$ cat src/rtl/poly_mul_schb_64_seq.sv
// Sequencer that streams two 64-coefficient operands into a schoolbook multiplier wrapper,
// clears its result memory, starts it, waits for completion and streams the 128 result words out.
module poly_mul_schb_64_seq #(
    parameter int TIMEOUT = 4095
) (
    input  logic        clk,
    input  logic        resetn,
    input  logic        in_valid,
    output logic        in_ready,
    input  logic [15:0] in_data,
    output logic        out_valid,
    input  logic        out_ready,
    output logic [15:0] out_data,
    output logic        out_last,
    output logic        busy,
    output logic        err,
    output logic        mul_start,
    output logic [6:0]  mul_address,
    output logic [15:0] mul_data_in,
    output logic        mul_write_en,
    output logic        mul_clres,
    input  logic [15:0] mul_data_out,
    input  logic        mul_done
);

    localparam int TW = (TIMEOUT < 2) ? 1 : $clog2(TIMEOUT + 1);

    typedef enum logic [2:0] {
        S_IDLE,
        S_LOAD,
        S_CLEAR,
        S_START,
        S_WAIT,
        S_DRAIN
    } state_t;

    typedef struct packed {
        logic in_ready;
        logic clres;
        logic start;
        logic out_valid;
        logic busy;
    } flags_t;

    state_t        state;
    flags_t        flags;
    logic [6:0]    idx;
    logic [TW-1:0] tcnt;
    logic          err_q;
    logic          accept;
    logic          drained;

    // Per-state control outputs; registered together with the state so they never glitch.
    function automatic flags_t decode(input state_t s);
        flags_t f;
        f           = '0;
        f.in_ready  = (s == S_IDLE) || (s == S_LOAD);
        f.clres     = (s == S_CLEAR);
        f.start     = (s == S_START);
        f.out_valid = (s == S_DRAIN);
        f.busy      = (s != S_IDLE);
        return f;
    endfunction

    assign accept  = in_valid & flags.in_ready;
    assign drained = flags.out_valid & out_ready;

    assign in_ready     = flags.in_ready;
    assign mul_clres    = flags.clres;
    assign mul_start    = flags.start;
    assign out_valid    = flags.out_valid;
    assign busy         = flags.busy;
    assign err          = err_q;
    assign out_last     = flags.out_valid && (idx == 7'd127);
    assign out_data     = mul_data_out;
    assign mul_data_in  = in_data;
    // Writes are only possible while in_ready is high, i.e. in IDLE or LOAD.
    assign mul_write_en = accept;

    always_comb begin
        mul_address = 7'd0;
        if (state == S_LOAD || state == S_CLEAR || state == S_DRAIN) begin
            mul_address = idx;
        end
    end

    always_ff @(posedge clk) begin
        if (!resetn) begin
            state <= S_IDLE;
            flags <= decode(S_IDLE);
            idx   <= 7'd0;
            tcnt  <= '0;
            err_q <= 1'b0;
        end else begin
            case (state)
                S_IDLE: begin
                    if (accept) begin
                        idx   <= 7'd1;
                        err_q <= 1'b0;
                        state <= S_LOAD;
                        flags <= decode(S_LOAD);
                    end
                end
                S_LOAD: begin
                    if (accept) begin
                        idx   <= idx + 7'd1;
                        err_q <= 1'b0;
                        if (idx == 7'd127) begin
                            state <= S_CLEAR;
                            flags <= decode(S_CLEAR);
                        end
                    end
                end
                S_CLEAR: begin
                    // idx wraps back to 0 on the last cleared address.
                    idx <= idx + 7'd1;
                    if (idx == 7'd127) begin
                        state <= S_START;
                        flags <= decode(S_START);
                    end
                end
                S_START: begin
                    tcnt  <= '0;
                    state <= S_WAIT;
                    flags <= decode(S_WAIT);
                end
                S_WAIT: begin
                    if (mul_done) begin
                        idx   <= 7'd0;
                        state <= S_DRAIN;
                        flags <= decode(S_DRAIN);
                    end else if (tcnt == TW'(TIMEOUT - 1)) begin
                        // TIMEOUT full cycles spent waiting without completion.
                        tcnt  <= '0;
                        err_q <= 1'b1;
                        state <= S_IDLE;
                        flags <= decode(S_IDLE);
                    end else begin
                        tcnt <= tcnt + TW'(1);
                    end
                end
                S_DRAIN: begin
                    if (drained) begin
                        idx <= idx + 7'd1;
                        if (idx == 7'd127) begin
                            state <= S_IDLE;
                            flags <= decode(S_IDLE);
                        end
                    end
                end
                default: begin
                    state <= S_IDLE;
                    flags <= decode(S_IDLE);
                end
            endcase
        end
    end

endmodule

$ cat config.mk
export PLATFORM = sky130hd
export DESIGN_NAME = poly_mul_schb_64_seq
export DESIGN_NICKNAME = d
export VERILOG_FILES = /design/src/rtl/poly_mul_schb_64_seq.sv
export SDC_FILE = /design/constraint.sdc
export NUM_CORES = 1
export LEC_CHECK = 0
export CORE_MARGIN = 1
export CORE_UTILIZATION = 25
export DETAILED_ROUTE_END_ITERATION = 12
export PLACE_DENSITY_LB_ADDON = 0.1
export SYNTH_ARGS = -nofsm -noshare
export SYNTH_HDL_FRONTEND = slang
export SYNTH_SLANG_ARGS = --single-unit
export TNS_END_PERCENT = 1
$ cat constraint.sdc
create_clock -name clk -period 4 [get_ports clk]
set_input_delay 1.2 -clock clk [delete_from_list [all_inputs] [get_ports clk]]
set_output_delay 1.2 -clock clk [all_outputs]
set_load 0.01 [all_outputs]
==> reports/metrics.cfg <==
[clocking]
cts_setup_buffers=0
clk_root_buffer_cell=clkbuf_8
cts_buffer_depth=2
cts_sinks=28
numCtsBuffers=3
ctsHoldBuffers=0
htreeDepth=1
insertion_delay_ns=0.28
ctsResizeCount=0
clk_pin_slew_ns=0.10
cts_tree=done

[finish]
drive_gt1_share_pct=10.0
flow.area_growth_from_synthesis_pct=6.02
layout_common_cells=dfxtp_1 (28), nor2_1 (19), clkdlybuf4s50_1 (19)
diodes=0
nets=241
layout.cells.non_filler=296
mostFrequentLayoutCell=dfxtp_1

[critical_path]
r2r_cells=5
worstPathArrival_ns=2.43
crit_path_frequent_cell=clkdlybuf4s50_1
crit_chain=clkdlybuf4s50_1 -> nand2_1 -> inv_1 -> clkdlybuf4s50_1
reg2reg_from=state[2]
crit_required_ns=2.80
path_max_fanout=3
setup.worst_path.class=in -> out
critPathLaunchType=input port
max_stage_delay_ns=0.53
slowest_stage=clkdlybuf4s50_1
reg2reg_slack_ns=1.88
end_kind=output pin
timing.rr.end=tcnt[11]

[power]
leakagePower_nw=0.636
swShare_pct=34.7
fin_total_pwr_mw=0.889
vdd_drop_max_uv=233
clockPowerShare_pct=25.9
p_per_area_mw_per_mm2=475
power_frac_seq_pct=39.3
p_int_mw=0.581
pwr-share-comb_pct=34.9
power_switching_mw=0.308

[drt]
drc_errors=0
via_count=1320
vias_per_cell=4.46
ant_nets=0
drt_wl_total_um=3780
drtIter0Drc=81
firstDrtPassIters=4
wl_per_cell_um=12.8

[synthesis]
synth_area_mm2=0.00177
syn-num-nets=254
synth_area_per_cell_um2=8.26
synth_cell_type_count=50
synth.area.top_cells=dfxtp_1 (32%), buf_4 (14%), nor2_1 (4.0%), nand3_1 (4.0%), xor2_1 (4.0%)
synth_enable_flop_cells=0
seq_area_frac_synth_pct=31.7
yosysWarnings=0
synth_top_area_share_pct=31.7
syn_inst=214
yosys_register_bits=28
synth_top_cell_by_area=dfxtp_1
synthFlopType=dfxtp_1
synth-async-reset-ratio_pct=0

[timing]
skew_ns=0.00908
period_share_pct=90.9
max_freq_mhz=275
hold_viol=0
tns_ns=0
setup_violations=0
rsz0062_at_grt=false
min_period_ns=3.63
worstMarginPinSlew_ns=0.699
maxSlewHeadroom_pct=53.0
slew_violations=0

[grt]
grt_pass1_vias=1225
grtUsageTotal_pct=10.8
grt_pass1_wl_um=6380
antenna_found_initial=0
grt_max_degree=18
overflow=0

[status]
status=finished clean

[floorplanning]
core_mm2=0.00679
fp.dieH_um=86.1
dieWidth_um=86.1
start_util_pct=26.0
io-pin-count=84
die-area_mm2=0.00741
row_count=30

[placed_design]
dp_hpwl_um=2740
port_buffers=19
gp_congestion=0.736
dp_cells=292

[worst_hold_path]
hp-start=mul_start
worstHoldEndpoint=mul_start
hold_depth=2
hp-class=reg -> reg

[job]
maxCapViolations=0

[power groups by stage]
stage                     Clock, mW  Sequential, mW  Combinational, mW
after detailed placement          0           0.355              0.314
after floorplan                   0           0.340              0.270
after global placement            0           0.357              0.318
after global routing          0.255           0.356              0.350
final                         0.230           0.349              0.310
after CTS                     0.245           0.349              0.315
[worst max path at each step]
stage	startpoint	end	slack (ns)	depth (start not counted)
floorplan	in_valid	mul_write_en	1.45	2
global placement	in_valid	mul_write_en	0.37	4
detailed placement	in_valid	mul_write_en	0.36	4
CTS	in_valid	mul_write_en	0.36	4
global route	in_valid	mul_write_en	0.31	4
finish	in_valid	mul_write_en	0.37	4
[final cells by class]
type	count	area, µm²
Clock buffer	3	41.3
Clock inverter	1	30.0
Fill cell	761	4920
Inverter	6	22.5
Multi-Input combinational cell	142	901
Sequential cell	28	561
Tap cell	96	120
Timing Repair Buffer	20	198
[per-layer routing]
| layer | share of wire [%] | track usage, % | routed length, µm |
|---|---|---|---|
| met1 | 54 | 17.6 | 2050 |
| met2 | 40 | 13.9 | 1500 |
| met3 | 5.2 | 1.92 | 196 |
| met5 | 0 | 0 | 0 |
| met4 | 0.66 | 3.03 | 25 |
[sequential cells by signal, summed over array words and instances, names as in the netlist]
name       cells
tcnt          12
idx            7
state          3
busy           1
err            1
in_ready       1
mul_clres      1
mul_start      1
out_valid      1
[worst max-delay path: cells and delay by family]
family | cells | cell delay (ns)
buffers and inverters | 3 | 1.13
AND/OR/NAND/NOR | 1 | 0.10
[through the flow]
step           area [µm²]  util, %  worst slack (ns)  hold WS (ns)
6_report             1870     27.6             0.366         0.472
5_1_grt              1870     27.6             0.312         0.506
4_1_cts              1870     27.6             0.365         0.483
3_5_place_dp         1800     26.5             0.364         0.457
3_3_place_gp         1800     26.5             0.367         0.458
2_1_floorplan        1770        -              1.45         0.458
[synthesized netlist by cell type (3+ instances only)]
cell / n
ha_1: 3
buf_4: 33
xor2_1: 8
o21ai_0: 13
nand2_1: 14
xnor2_1: 3
dfxtp_1: 28
or3_1: 4
and2_1: 11
nand3_1: 14
a21oi_1: 10
inv_1: 6
nor2_1: 19
nor3_1: 3
[logic make-up after synthesis]
family / share of synthesized area, %
AOI/OAI and AO/OA: 14.2
xor gates and xnor gates: 5.45
adders and majority gates: 2.12
buffers and inverters: 17.3
DFF: 31.7
muxes: 1.20
and+or+nand+nor: 28.0
(Power assumes the default switching activity.)
